[src/rtl/io_mmio_responder_pkg.sv]
// Shared register map, control-register layout and update helpers for the MMIO responder.
package io_mmio_responder_pkg;

    localparam logic [15:0] ADDR_KDATA = 16'hFFF0;
    localparam logic [15:0] ADDR_SDATA = 16'hFFF2;
    localparam logic [15:0] ADDR_KCTRL = 16'hFFF4;
    localparam logic [15:0] ADDR_SCTRL = 16'hFFF6;
    localparam logic [15:0] ADDR_HEX   = 16'hFFF8;
    localparam logic [15:0] ADDR_LEDR  = 16'hFFFA;
    localparam logic [15:0] ADDR_LEDG  = 16'hFFFC;
    localparam logic [15:0] ADDR_TCNT  = 16'hFFFE;

    localparam logic [15:0] NOHIT_DATA = 16'hDEAD;

    localparam int unsigned RDY_BIT = 0;
    localparam int unsigned OVR_BIT = 1;
    localparam int unsigned IE_BIT  = 4;

    // Register index is the halfword offset inside the 16-byte page.
    typedef enum logic [2:0] {
        REG_KDATA = ADDR_KDATA[3:1],
        REG_SDATA = ADDR_SDATA[3:1],
        REG_KCTRL = ADDR_KCTRL[3:1],
        REG_SCTRL = ADDR_SCTRL[3:1],
        REG_HEX   = ADDR_HEX[3:1],
        REG_LEDR  = ADDR_LEDR[3:1],
        REG_LEDG  = ADDR_LEDG[3:1],
        REG_TCNT  = ADDR_TCNT[3:1]
    } reg_idx_e;

    typedef struct packed {
        logic ie;
        logic ovr;
        logic rdy;
    } ctrl_t;

    function automatic logic [15:0] ctrl_word(input ctrl_t c);
        logic [15:0] w;
        w          = '0;
        w[IE_BIT]  = c.ie;
        w[OVR_BIT] = c.ovr;
        w[RDY_BIT] = c.rdy;
        return w;
    endfunction

    // Later assignments win: an event overrides both a clearing read and an ovr-clearing write.
    function automatic ctrl_t ctrl_next(input ctrl_t cur, input logic evt, input logic clr_rd,
                                        input logic wr, input logic [15:0] wd);
        ctrl_t nx;
        nx = cur;
        if (wr) begin
            nx.ie = wd[IE_BIT];
            if (!wd[OVR_BIT]) nx.ovr = 1'b0;
        end
        if (clr_rd) nx.rdy = 1'b0;
        if (evt) begin
            nx.rdy = 1'b1;
            if (cur.rdy && !clr_rd) nx.ovr = 1'b1;
        end
        return nx;
    endfunction

endpackage

[src/rtl/io_mmio_responder_if.sv]
// CPU data-bus view of the MMIO responder: CPU is master, responder is slave.
interface io_mmio_responder_if #(
    parameter int unsigned DBITS = 16
);
    logic [DBITS-1:0] addr;
    logic [DBITS-1:0] wdata;
    logic [DBITS-1:0] rdata;
    logic             we;
    logic             re;

    modport master (output addr, output wdata, output we, output re, input rdata);
    modport slave  (input addr, input wdata, input we, input re, output rdata);
endinterface

[src/rtl/io_debounce.sv]
// Two-flop synchronizer plus stability counter; the whole group loads once it has held
// steady for CYCLES consecutive synchronized samples.
module io_debounce #(
    parameter int unsigned WIDTH  = 4,
    parameter int unsigned CYCLES = 65535
) (
    input  logic             clk,
    input  logic             rst_n,
    input  logic [WIDTH-1:0] raw,
    output logic [WIDTH-1:0] deb,
    output logic             changed_c,
    output logic [WIDTH-1:0] next_c
);
    localparam int unsigned CW = $clog2(CYCLES + 1);

    logic [WIDTH-1:0] sync1;
    logic [WIDTH-1:0] sync2;
    logic [WIDTH-1:0] prev;
    logic [CW-1:0]    cnt;
    logic [CW-1:0]    cnt_nx;
    logic             load;

    // A fresh sample counts as the first stable cycle; saturate once the threshold is met.
    always_comb begin
        cnt_nx = cnt;
        if (sync2 != prev) begin
            cnt_nx = CW'(1);
        end else if (cnt != CW'(CYCLES)) begin
            cnt_nx = cnt + CW'(1);
        end
        load      = (cnt_nx == CW'(CYCLES));
        changed_c = load && (sync2 != deb);
        next_c    = sync2;
    end

    always_ff @(posedge clk or negedge rst_n) begin
        if (!rst_n) begin
            sync1 <= '0;
            sync2 <= '0;
            prev  <= '0;
            cnt   <= '0;
            deb   <= '0;
        end else begin
            sync1 <= raw;
            sync2 <= sync1;
            prev  <= sync2;
            cnt   <= cnt_nx;
            if (load) deb <= sync2;
        end
    end

endmodule

[src/rtl/io_mmio_responder.sv]
// Device end of the CPU data bus at 0xFFF0-0xFFFE: debounced keys/switches with event
// latching, display registers, prescaled timer and level interrupt.
module io_mmio_responder
    import io_mmio_responder_pkg::*;
#(
    parameter int unsigned DBITS           = 16,
    parameter int unsigned DEBOUNCE_CYCLES = 65535,
    parameter int unsigned TICK_CYCLES     = 50000
) (
    input  logic                 clk,
    input  logic                 rst_n,
    io_mmio_responder_if.slave   bus,
    input  logic [3:0]           key_n,
    input  logic [9:0]           sw,
    output logic [15:0]          hex_out,
    output logic [9:0]           ledr_out,
    output logic [7:0]           ledg_out,
    output logic                 irq
);
    localparam int unsigned PW = (TICK_CYCLES > 1) ? $clog2(TICK_CYCLES) : 1;

    logic             hit;
    reg_idx_e         idx;
    logic             wr_en;
    logic             rd_en;
    logic             unused_addr0;

    logic [3:0]       key_pressed;
    logic [3:0]       key_deb;
    logic [3:0]       key_next;
    logic             key_chg;
    logic [9:0]       sw_deb;
    logic [9:0]       sw_next;
    logic             sw_chg;
    logic             key_evt;
    logic             sw_evt;

    ctrl_t            kctrl;
    ctrl_t            sctrl;
    ctrl_t            kctrl_nx;
    ctrl_t            sctrl_nx;

    logic [PW-1:0]    presc;
    logic [DBITS-1:0] tcnt;
    logic             tick;

    // Address decode; a store on the same cycle as a load suppresses the load side effect.
    assign hit          = (bus.addr[15:4] == ADDR_KDATA[15:4]);
    assign idx          = reg_idx_e'(bus.addr[3:1]);
    assign wr_en        = bus.we & hit;
    assign rd_en        = bus.re & ~bus.we & hit;
    assign unused_addr0 = bus.addr[0];

    assign key_pressed = ~key_n;

    io_debounce #(.WIDTH(4), .CYCLES(DEBOUNCE_CYCLES)) u_key_db (
        .clk       (clk),
        .rst_n     (rst_n),
        .raw       (key_pressed),
        .deb       (key_deb),
        .changed_c (key_chg),
        .next_c    (key_next)
    );

    io_debounce #(.WIDTH(10), .CYCLES(DEBOUNCE_CYCLES)) u_sw_db (
        .clk       (clk),
        .rst_n     (rst_n),
        .raw       (sw),
        .deb       (sw_deb),
        .changed_c (sw_chg),
        .next_c    (sw_next)
    );

    // Keys only report presses; switches report any change of the debounced vector.
    assign key_evt = key_chg & (|(key_next & ~key_deb));
    assign sw_evt  = sw_chg & (sw_next != sw_deb);

    always_comb begin
        kctrl_nx = ctrl_next(kctrl, key_evt, rd_en && (idx == REG_KDATA),
                             wr_en && (idx == REG_KCTRL), bus.wdata[15:0]);
        sctrl_nx = ctrl_next(sctrl, sw_evt, rd_en && (idx == REG_SDATA),
                             wr_en && (idx == REG_SCTRL), bus.wdata[15:0]);
    end

    assign tick = (presc == PW'(TICK_CYCLES - 1));

    // Status registers; irq is registered from the same next-state values.
    always_ff @(posedge clk or negedge rst_n) begin
        if (!rst_n) begin
            kctrl <= '0;
            sctrl <= '0;
            irq   <= 1'b0;
        end else begin
            kctrl <= kctrl_nx;
            sctrl <= sctrl_nx;
            irq   <= (kctrl_nx.rdy & kctrl_nx.ie) | (sctrl_nx.rdy & sctrl_nx.ie);
        end
    end

    always_ff @(posedge clk or negedge rst_n) begin
        if (!rst_n) begin
            hex_out  <= '0;
            ledr_out <= '0;
            ledg_out <= '0;
        end else if (wr_en) begin
            case (idx)
                REG_HEX:  hex_out  <= bus.wdata[15:0];
                REG_LEDR: ledr_out <= bus.wdata[9:0];
                REG_LEDG: ledg_out <= bus.wdata[7:0];
                default:  ;
            endcase
        end
    end

    // A TCNT store beats a coincident tick and restarts the prescaler.
    always_ff @(posedge clk or negedge rst_n) begin
        if (!rst_n) begin
            presc <= '0;
            tcnt  <= '0;
        end else if (wr_en && (idx == REG_TCNT)) begin
            presc <= '0;
            tcnt  <= bus.wdata;
        end else if (tick) begin
            presc <= '0;
            tcnt  <= tcnt + DBITS'(1);
        end else begin
            presc <= presc + PW'(1);
        end
    end

    always_comb begin
        bus.rdata = DBITS'(NOHIT_DATA);
        if (hit) begin
            case (idx)
                REG_KDATA: bus.rdata = DBITS'(key_deb);
                REG_SDATA: bus.rdata = DBITS'(sw_deb);
                REG_KCTRL: bus.rdata = DBITS'(ctrl_word(kctrl));
                REG_SCTRL: bus.rdata = DBITS'(ctrl_word(sctrl));
                REG_HEX:   bus.rdata = DBITS'(hex_out);
                REG_LEDR:  bus.rdata = DBITS'(ledr_out);
                REG_LEDG:  bus.rdata = DBITS'(ledg_out);
                REG_TCNT:  bus.rdata = tcnt;
                default:   bus.rdata = DBITS'(NOHIT_DATA);
            endcase
        end
    end

endmodule

[src/flat_wrapper.sv]
// flat-port wrapper written by rule: the top's interface ports become plain ports
module io_mmio_responder_flat import io_mmio_responder_pkg::*;
#(
    parameter int unsigned DBITS           = 16,
    parameter int unsigned DEBOUNCE_CYCLES = 65535,
    parameter int unsigned TICK_CYCLES     = 50000
)
  (clk, rst_n, key_n, sw, hex_out, ledr_out, ledg_out, irq, bus_addr, bus_wdata, bus_we, bus_re, bus_rdata);
  io_mmio_responder_if #(.DBITS(DBITS)) bus_i ();
  input  logic clk;
  input  logic rst_n;
  input  logic [3:0] key_n;
  input  logic [9:0] sw;
  output logic [15:0] hex_out;
  output logic [9:0] ledr_out;
  output logic [7:0] ledg_out;
  output logic irq;
  input wire logic [$bits(bus_i.addr)-1:0] bus_addr;
  input wire logic [$bits(bus_i.wdata)-1:0] bus_wdata;
  input wire logic [$bits(bus_i.we)-1:0] bus_we;
  input wire logic [$bits(bus_i.re)-1:0] bus_re;
  output wire logic [$bits(bus_i.rdata)-1:0] bus_rdata;
  assign bus_i.addr = bus_addr;
  assign bus_i.wdata = bus_wdata;
  assign bus_i.we = bus_we;
  assign bus_i.re = bus_re;
  assign bus_rdata = bus_i.rdata;
  io_mmio_responder #(.DBITS(DBITS), .DEBOUNCE_CYCLES(DEBOUNCE_CYCLES), .TICK_CYCLES(TICK_CYCLES)) u_core (.clk(clk), .rst_n(rst_n), .bus(bus_i), .key_n(key_n), .sw(sw), .hex_out(hex_out), .ledr_out(ledr_out), .ledg_out(ledg_out), .irq(irq));
endmodule
[config.mk]
export PLATFORM = sky130hd
export DESIGN_NAME = io_mmio_responder_flat
export DESIGN_NICKNAME = d
export VERILOG_FILES = /design/src/rtl/io_mmio_responder_pkg.sv /design/src/rtl/io_mmio_responder_if.sv /design/src/rtl/io_debounce.sv /design/src/rtl/io_mmio_responder.sv /design/src/flat_wrapper.sv
export SDC_FILE = /design/constraint.sdc
export NUM_CORES = 1
export LEC_CHECK = 0
export CORE_UTILIZATION = 50
export CTS_BUF_LIST = sky130_fd_sc_hd__clkbuf_16
export DETAILED_ROUTE_END_ITERATION = 16
export GPL_TIMING_DRIVEN = 0
export PLACE_DENSITY_LB_ADDON = 0.12
export SYNTH_ARGS = -nofsm -noshare
export SYNTH_HDL_FRONTEND = slang
export SYNTH_HIERARCHICAL = 1
export SYNTH_SLANG_ARGS = --single-unit
[constraint.sdc]
create_clock -name clk -period 6.25 [get_ports clk]
set_input_delay 1.25 -clock clk [delete_from_list [all_inputs] [get_ports clk]]
set_output_delay 1.25 -clock clk [all_outputs]
set_load 0.01 [all_outputs]
# [After elaboration in Yosys (flattened, before gate mapping)]
# Cells that the tools add are included.
[word_totals] latch_bits=0 rom_bits=0 ramBits=0 input_bits=50 out_inout_bits=51 memories=0 elab_cells=92 reg_bits=161
[classes] eq_ne=17 div_mod_pow=0 addsub=4 bitwise=12 n_reduce_logical=17 shift=0 muxes=20 n_mul=0 n_lt_le_gt_ge=0
[ops] op="2-to-1 mux 16 bit" n=9
[ops] op="one-hot mux 16 bit (8 select lines)" n=1
[ops] op="adder 16 x 1 -> 16 bit (second input constant)" n=4
[ops] op="equality test 16 bit (second input constant)" n=3
[ops] op="inequality test 16 bit (second input constant)" n=2
[ops] op="inequality test 10 bit" n=2
[ops] op="equality test 12 bit (second input constant)" n=1
[ops] op="equality test 3 bit (second input constant)" n=4
[ops] op="logical AND 1 bit" n=9
[ops] op="2-to-1 mux 2 bit" n=4
[ops] op="inequality test 4 bit" n=2
[ops] op="NOT 4 bit" n=2
[ops] op="AND 1 bit" n=7
[ops] op="equality test 3 x 2 -> 1 bit (second input constant)" n=2
[ops] op="2-to-1 mux 1 bit" n=6
[ops] op="AND reduction 2 bit" n=3
[ops] op="AND 4 bit" n=1
[ops] op="OR reduction 4 bit" n=1
[ops] op="equality test 3 x 1 -> 1 bit (second input constant)" n=1
[ops] op="zero test 3 bit" n=1
[ops] op="zero test 1 bit" n=2
[ops] op="nonzero test 2 bit" n=1
[ops] op="NOT 1 bit" n=1
[ops] op="bitwise OR 1 bit" n=1

# [Logic depth before layout (Yosys ltp)]
# Gate-level depths: netlist (run 1).
[logic_depth] ltp_word=10 ltp_mapped=12 ltp_nobuf=11

# [By module]
# Netlist (run 1), hierarchy kept.
[modules_own_cells] module="io_mmio_responder" area_per_inst_um2=4284.1 cells_each=408 instances=1
[modules_own_cells] module="io_debounce at u_core.u_sw_db" area_per_inst_um2=2421.1 cells_each=191 instances=1
[modules_own_cells] module="io_debounce at u_core.u_key_db" area_per_inst_um2=1612.8 cells_each=149 instances=1

# [Worst setup path before layout (run 1)]
# Ideal clock, no wire load.
[synth_path] path_type="in2out" from="input port bus_addr[15]" to="output port bus_rdata[0]" path_stages=5 path_slack_ns=2.698 required_time_ns=5.000 arrival_time_ns=2.302 path_cell_list="nand4_2 -> or3_1 -> buf_2 -> a221oi_1 -> o21ai_0"
[synth_between] elab_chain_len=2
[synth_rtl] element="start, declared" line="flat_wrapper.sv:18" source="input wire logic [$bits(bus_i.addr)-1:0] bus_addr;"
[synth_rtl] element="equality test 12 bit" line="io_mmio_responder.sv:48" source="assign hit = (bus.addr[15:4] == ADDR_KDATA[15:4]);"
[synth_rtl] element="2-to-1 mux 16 bit" line="io_mmio_responder.sv:133" source="if (hit) begin"
[synth_rtl] element="end, declared" line="flat_wrapper.sv:22" source="output wire logic [$bits(bus_i.rdata)-1:0] bus_rdata;"
# Every way passes these cells.

# [Worst setup path in the final report (run 1)]
[layout_path] from="input port bus_addr[2]" to="output port bus_rdata[7]"
[layout_between] elab_chain_len=3 word_cells_on_any_way=10 classes_between="eq/ne (7); mux (2); reduce/logical (1)"
[layout_rtl] element="equality test 3 bit (tied with other cells)" line="io_mmio_responder.sv:134" source="case (idx)"
[layout_rtl] element="one-hot mux 16 bit (8 select lines) *" line="io_mmio_responder.sv:134"
[layout_rtl] element="2-to-1 mux 16 bit *" line="io_mmio_responder.sv:133"
# Mark *: on every way between the ends. The rest lies on a longest branch, timed or not.

==> impl_metrics.yaml, run 1 <==
die:
  initial_core_util_pct: 51.8
  core_area_mm2: 0.0161
  rows: 46
  dieArea_mm2: 0.0172
  die_w_um: 131
  pin_count: 101
  die_y_um: 131
clocking:
  cts.path.max_buffers: 2
  ctsResizeCount: 0
  root_buffer: "clkbuf_16"
  clkTransAtPathRegs_ns: 0.07
  cts-htree-levels: 4
  numCtsBuffers: 17
  cts.sink_count: 161
  clock_latency_ns: 0.43
  cts-hold-fix-buffers: 0
  cts_tree: "built"
  post_cts_buffers: 0
global_route:
  grt_overflow_total: 0
  grt_use_total_pct: 25.2
  grt-busiest-layer: "met2"
  use_met1_pct: 32.8
  grt_max_degree: 84
  use_met2_pct: 42.9
  grt_pass1_wl_um: 32800
  antenna_found_initial: 0
  grt_pass1_vias: 6371
  grt_use_met3_pct: 4.40
logic_synthesis:
  yosys_most_used_dff: "dfrtp_1"
  synthesis.area_mm2: 0.00832
  synth_top_area_cell: "dfrtp_1"
  synthArstFlopShare_pct: 100
  yosysSeqAreaShare_pct: 48.4
  synth_cell_type_count: 65
  synth.avg_cell_area_um2: 11.1
  synth_edf_count: 0
  synth_top_area_share_pct: 48.4
  synth.area.top_cells: "dfrtp_1 (48%), mux2_2 (5.6%), xnor2_1 (4.9%), xor2_1 (3.8%), mux2_4 (3.6%)"
  yosys_warnings: 6
  syn_inst: 748
  synth_fp_nets: 802
  ys_seq_elements: 161
placement:
  dpl_cell_area_mm2: 0.00960
  gp_congestion: 0.934
  dp_hpwl_um: 14200
  io_buffers: 98
timing:
  finalSetupTns_ns: 0
  rsz0062_at_grt: "false"
  maxSlewHeadroom_pct: 49.8
  finalMaxSlewViolations: 0
  skew_ns: 0.0141
  fin_hold_ws_ns: 0.350
  period_share_pct: 80.2
  worstMarginPinSlew_ns: 0.753
  setup_viol: 0
  period_needed_ns: 5.01
  max_freq_mhz: 199
  final-hold-violation-count: 0
cells_and_area:
  final_net_count: 920
  layout-drive-gt1-share_pct: 17.4
  stdcell_area_mm2: 0.0102
  area_growth_pct: 23.0
  utilization_pct: 63.7
  insertedDiodeCount: 0
  nFillCells: 1262
routing:
  vias: 6282
  routed_via_density: 5.74
  drt-total-wl_um: 20100
  wl_per_cell_um: 18.3
  drt-initial-drc-count: 453
  drc: 0
  dr.pass1.iters: 4
  ant_nets: 0
worst_setup_path:
  crit_fanout: 10
  cp-start-kind: "input pin"
  crit_type: "input pin to output pin"
  cp.arrival_ns: 3.76
  crit_required_ns: 5.00
  end_kind: "output pin"
flow_run:
  cap_violations: 0
power:
  ir_worst_vdd_uv: 196
  p_per_area_mw_per_mm2: 228
  p_total_uw: 2330
  leakagePower_uw: 0.00432
hold_path:
  min_path_type: "flop to flop"
status:
  outcome: "completed"
-- through the flow --
stage / worst slack, ns / cells
2_1_floorplan: 2.70 / 748
3_3_place_gp: -2.46 / 1062
3_5_place_dp: 1.30 / 1063
4_1_cts: 1.28 / 1095
5_1_grt: 1.18 / 1095
6_report: 1.24 / 1095
-- worst max-delay path: stages --
cell	delay, ns
clkdlybuf4s50_1	0.60
buf_2	0.32
buf_2	0.30
buf_2	0.28
a22oi_1	0.12
o221ai_1	0.29
clkdlybuf4s50_1	0.60
-- flip-flops by register name, indices dropped and copies added, names as in the netlist --
signal,count
u_core/hex_out,16
u_core/irq,1
u_core/kctrl,3
u_core/ledg_out,8
u_core/ledr_out,10
u_core/presc,16
u_core/sctrl,3
u_core/tcnt,16
u_core/u_key_db/cnt,16
u_core/u_key_db/deb,4
u_core/u_key_db/next_c,4
u_core/u_key_db/prev,4
u_core/u_key_db/sync1,4
u_core/u_sw_db/cnt,16
u_core/u_sw_db/deb,10
u_core/u_sw_db/next_c,10
u_core/u_sw_db/prev,10
u_core/u_sw_db/sync1,10
-- cells in the mapped netlist (14+ instances only) --
master / count
a21oi_1: 14
and3_1: 16
buf_2: 17
dfrtp_1: 161
inv_1: 25
mux2_2: 41
mux2_4: 20
nand2_1: 32
nand3_1: 31
nand4_1: 28
nor2_1: 69
nor3_1: 18
o21ai_0: 20
xnor2_1: 47
xor2_1: 36
-- logic make-up after synthesis --
logic type      after synthesis  share of synthesized area [%]
mux                          76                           11.3
xor+xnor                     83                           8.74
buf+inv                      59                           3.72
compound gates               94                           7.54
fa+ha+maj                     4                          0.602
flops                       161                           48.4
simple gates                271                           19.7
-- layer usage --
metal	routed length (um)	part of all wire, %	up-vias
met2	10000	50	197
met1	8830	44	3137
met3	916	4.6	24
li1	-	-	2924
met4	280	1.4	0
met5	0	0	-
-- worst paths after layout --
kind	cells past startpoint	slack [ns]	from	to
setup / recovery	7	1.24	bus_addr[2]	bus_rdata[7]
hold / removal	0	0.35	u_core/u_sw_db/sync1[0]	u_core/u_sw_db/next_c[0]
setup reg to reg	12	2.73	u_core/u_key_db/cnt[0]	u_core/irq
hold reg to reg	0	0.35	u_core/u_sw_db/sync1[0]	u_core/u_sw_db/next_c[0]
max in group asynchronous	2	4.58	rst_n	u_core/presc[4]
min in group asynchronous	1	0.84	rst_n	u_core/u_sw_db/cnt[4]
-- power breakdown --
part,switching (uW),internal (uW),leakage [uW]
registers,29.6,1070,0.00204
logic,81.0,69.3,0.00198
clock network,498,583,0.000304
-- area by class of cell --
type / instances / area, um2 / area share (%)
Inverter: 26 / 97.6 / 0.954
Timing Repair Buffer: 99 / 1010 / 9.87
Clock inverter: 15 / 211 / 2.07
Sequential cell: 161 / 4030 / 39.4
Tap cell: 216 / 270 / 2.64
Multi-Input combinational cell: 528 / 3980 / 38.9
Clock buffer: 17 / 425 / 4.16
Buffer: 33 / 211 / 2.07
-- cell usage in the layout, fill, tap and decap left out, types with 17 or more instances in the layout --
cell type / count
nand2_1: 32
nand4_1: 28
buf_2: 17
xor2_1: 36
mux2_2: 41
clkbuf_16: 17
nand3_1: 31
inv_1: 25
xnor2_1: 47
o21ai_0: 20
dfrtp_1: 161
clkdlybuf4s50_1: 97
mux2_4: 20
nor2_1: 69
nor3_1: 18
Note: power is estimated with default switching activity, not from simulation.
==> inputs of run 2 (changes only) <==
clock period = 4.2 ns   (was 6.25 ns; I/O delays follow)
==> impl_metrics.yaml, run 2 (synthesized netlist as in run 1, its figures left out) <==
hold_path:
  worstHoldStart: "u_core/u_sw_db/sync1[3]"
  min_path_type: "flop to flop"
power:
  p_total_uw: 3470
  leakagePower_uw: 0.00432
  p_per_area_mw_per_mm2: 339
  ir_worst_vdd_uv: 290
global_route:
  grt_use_total_pct: 25.2
  grt_pass1_vias: 6371
  grt_pass1_wl_um: 32800
  antenna_found_initial: 0
  grt_max_degree: 84
  grt_overflow_total: 0
clocking:
  root_buffer: "clkbuf_16"
  cts_tree: "built"
  cts.path.max_buffers: 2
  cts.sink_count: 161
  cts-hold-fix-buffers: 0
  clock_latency_ns: 0.43
  cts-htree-levels: 4
  clkTransAtPathRegs_ns: 0.07
  numCtsBuffers: 17
routing:
  drt-total-wl_um: 20000
  drc: 0
  routed_via_density: 5.77
  wl_per_cell_um: 18.3
  dr.pass1.iters: 5
  drt-initial-drc-count: 451
  ant_nets: 0
  vias: 6313
worst_setup_path:
  crit_fanout: 10
  cp-start-kind: "input pin"
  crit_type: "input pin to output pin"
  reg2reg_from: "u_core/u_key_db/cnt[0]"
  crit_path_start: "bus_addr[2]"
  crit_required_ns: 3.36
  cp.arrival_ns: 3.32
  end_kind: "output pin"
cells_and_area:
  finalNonFillerCells: 1095
  utilization_pct: 63.8
  final_net_count: 920
  nFillCells: 1261
  seq_area_mm2: 0.00403
  insertedDiodeCount: 0
  mostFrequentLayoutCell: "dfrtp_1"
  area_growth_pct: 23.1
  multi_input_area_mm2: 0.00398
  layout-drive-gt1-share_pct: 17.4
  most-common-layout-cells: "dfrtp_1 (161), clkdlybuf4s50_1 (97), nor2_1 (69)"
timing:
  layout_setup_ws_ns: 0.0403
  finalMaxSlewViolations: 0
  final-hold-violation-count: 0
  max_freq_mhz: 240
  setup_viol: 0
  worstMarginPinSlew_ns: 0.754
  maxSlewHeadroom_pct: 49.8
  finalSetupTns_ns: 0
  period_share_pct: 99.0
  skew_ns: 0.0141
  period_needed_ns: 4.16
  rsz0062_at_grt: "false"
status:
  outcome: "completed"
placement:
  io_buffers: 98
  dp_cells: 1063
  dp_hpwl_um: 14200
  pre_cts_slack_ns: 0.0715
  gp_congestion: 0.934
die:
  core_area_mm2: 0.0161
  die_w_um: 131
  rows: 46
  dieArea_mm2: 0.0172
  initial_core_util_pct: 51.8
  pin_count: 101
  die_y_um: 131
flow_run:
  cap_violations: 0
## run 2: cell types whose count changed in the layout (fill, tap and decap cells not counted)
cell,previous run,this run
buf_2,17,16
clkbuf_4,0,1
## run 2: metal layers
| layer | vias to the layer above | wire, um | track usage [%] |
|---|---|---|---|
| met1 | 3157 | 8710 | 32.8 |
| met4 | 0 | 304 | 7.57 |
| met5 | - | 0 | 0 |
| met2 | 202 | 10000 | 42.9 |
| met3 | 28 | 1020 | 4.40 |
| li1 | 2926 | - | - |
## run 2: power breakdown
part	switching, uW	internal (uW)
logic	120	103
clock network	741	868
registers	43.7	1590
## run 2: timing repair
action	CTS	global route
resized for setup	0	1
endpoints found under the hold margin	0	0
endpoints found under the setup margin	0	1
setup buffers	0	0
## run 2: worst paths after layout
path	endpoint	slack, ns	depth (start not counted)
setup / recovery	bus_rdata[7]	0.04	7
hold / removal	u_core/u_sw_db/next_c[3]	0.35	0
setup reg to reg	u_core/irq	0.69	12
hold reg to reg	u_core/u_sw_db/next_c[3]	0.35	0
max in group asynchronous	u_core/presc[4]	2.94	2
min in group asynchronous	u_core/u_sw_db/cnt[4]	0.43	1
## run 2: cell type report
cell class                 instances  area share [%]
timing repair buffer              99            9.86
sequential                       161            39.4
buffer                            33            2.09
multi-input combinational        528            38.9
inverter                          26           0.953
clock inverter                    15            2.07
clock buffer                      17            4.16
tap                              216            2.64
## run 2: stage by stage
| step | hold slack, ns | area (um2) |
|---|---|---|
| after floorplan | 0.331 | 8320 |
| after global placement | 0.333 | 9570 |
| after detailed placement | 0.336 | 9600 |
| after CTS | 0.353 | 10200 |
| after global routing | 0.360 | 10200 |
| final | 0.350 | 10200 |
## run 2: worst max-delay path, stage by stage
cell,delay (ns)
clkdlybuf4s50_1,0.61
clkbuf_4,0.29
buf_2,0.27
buf_2,0.28
a22oi_1,0.12
o221ai_1,0.30
clkdlybuf4s50_1,0.60
==> inputs of run 3 (changes only) <==
HOLD_SLACK_MARGIN = 0.08   (was unset)
PLACE_DENSITY = 0.87   (was unset)
PLACE_DENSITY_LB_ADDON = unset   (was 0.12)
==> impl_metrics.yaml, run 3 (synthesized netlist as in run 1, its figures left out) <==
status:
  outcome: "completed"
timing:
  setup_viol: 0
  max_freq_mhz: 241
  rsz0062_at_grt: "false"
  final-hold-violation-count: 0
  finalMaxSlewViolations: 0
  layout_setup_ws_ns: 0.0502
  maxSlewHeadroom_pct: 61.0
  period_needed_ns: 4.15
  worstMarginPinSlew_ns: 0.585
  fin_hold_ws_ns: 0.350
  skew_ns: 0.00809
  period_share_pct: 98.8
global_route:
  grt_pass1_wl_um: 33800
  grt_overflow_total: 0
  grt_pass1_vias: 6472
  antenna_found_initial: 1
  grt_use_total_pct: 26.2
  grt_max_degree: 102
routing:
  dr.pass1.iters: 7
  drt-initial-drc-count: 666
  wl_per_cell_um: 19.3
  drt-total-wl_um: 21200
  ant_nets: 0
  drc: 0
  routed_via_density: 5.98
  vias: 6559
clocking:
  cts-hold-fix-buffers: 0
  cts.path.max_buffers: 2
  clock_latency_ns: 0.43
  root_buffer: "clkbuf_16"
  cts_tree: "built"
  cts.sink_count: 161
  post_cts_buffers: 0
  clkTransAtPathRegs_ns: 0.07
  numCtsBuffers: 17
  cts-htree-levels: 4
cells_and_area:
  layout-drive-gt1-share_pct: 17.3
  mostFrequentLayoutCell: "dfrtp_1"
  nFillCells: 1180
  multi_input_area_mm2: 0.00398
  final_net_count: 920
  area_growth_pct: 22.6
  most-common-layout-cells: "dfrtp_1 (161), clkdlybuf4s50_1 (97), nor2_1 (68)"
  seq_area_mm2: 0.00403
flow_run:
  cap_violations: 0
worst_setup_path:
  cp.arrival_ns: 3.31
  crit_required_ns: 3.36
  end_kind: "output pin"
  crit_type: "input pin to output pin"
  cp-start-kind: "input pin"
  crit_fanout: 10
die:
  pin_count: 101
  initial_core_util_pct: 51.8
  core_area_mm2: 0.0161
  rows: 46
  die_y_um: 131
  dieArea_mm2: 0.0172
  die_w_um: 131
placement:
  io_buffers: 98
  pre_cts_slack_ns: 0.107
  dp_hpwl_um: 14600
  gp_congestion: 0.903
power:
  p_per_area_mw_per_mm2: 337
  ir_worst_vdd_uv: 311
  p_total_uw: 3440
  leakagePower_uw: 0.00430
hold_path:
  min_path_type: "flop to flop"
## run 3: changes by cell type in the layout (fill, tap and decap cells not counted), sizes merged
cell      change
inv           +4
clkinvlp      +2
clkinv        -7
diode         +1
bufinv        +1
## run 3: worst paths after layout
check / startpoint / endpoint / slack [ns] / cells past startpoint
max reg2reg: u_core/u_key_db/cnt[0] / u_core/irq / 0.70 / 12
max in group asynchronous: rst_n / u_core/u_sw_db/cnt[11] / 2.94 / 2
min reg2reg: u_core/u_sw_db/sync1[8] / u_core/u_sw_db/next_c[8] / 0.35 / 0
min in group asynchronous: rst_n / u_core/u_sw_db/sync1[6] / 0.38 / 1
max: bus_addr[13] / bus_rdata[3] / 0.05 / 6
min: u_core/u_sw_db/sync1[8] / u_core/u_sw_db/next_c[8] / 0.35 / 0
## run 3: per-layer routing
layer	wire length, um	track usage [%]
met5	0	0
met3	1390	5.54
met4	685	11.0
met1	9000	34.7
met2	10100	41.8
## run 3: repair_timing
item                                    4_1_cts  5_1_grt
endpoints found under the hold margin         0        0
endpoints found under the setup margin        0        2
resized for setup                             0        3
## run 3: area by class of cell
class / instances / area share, %
plain buffers: 33 / 2.10
inverters: 26 / 0.957
diodes: 1 / 0.0245
flip-flops and latches: 161 / 39.5
clock inverters: 15 / 1.67
well taps: 216 / 2.65
clock buffers: 17 / 4.17
repair buffers: 99 / 9.90
multi-input cells: 528 / 39.0
## run 3: power breakdown
| group | internal (uW) | leakage [uW] | switching (uW) |
|---|---|---|---|
| Clock | 894 | 0.000291 | 680 |
| Sequential | 1590 | 0.00204 | 44.7 |
| Combinational | 104 | 0.00198 | 124 |
## run 3: per-stage QoR
stage	instances	utilization, %	cell area (um2)	TNS, ns
3_5_place_dp	1063	59.8	9600	0
6_report	1096	63.5	10200	0
5_1_grt	1096	63.5	10200	0
4_1_cts	1095	63.5	10200	0
2_1_floorplan	748	-	8320	0
3_3_place_gp	1062	59.6	9570	-651.07
## run 3: worst max-delay path: stages
cell and delay (ns):
clkdlybuf4s50_1 0.48, nand4_2 0.17, nor3_2 0.46, clkbuf_1 0.49, o221ai_1 0.31, clkdlybuf4s50_1 0.56
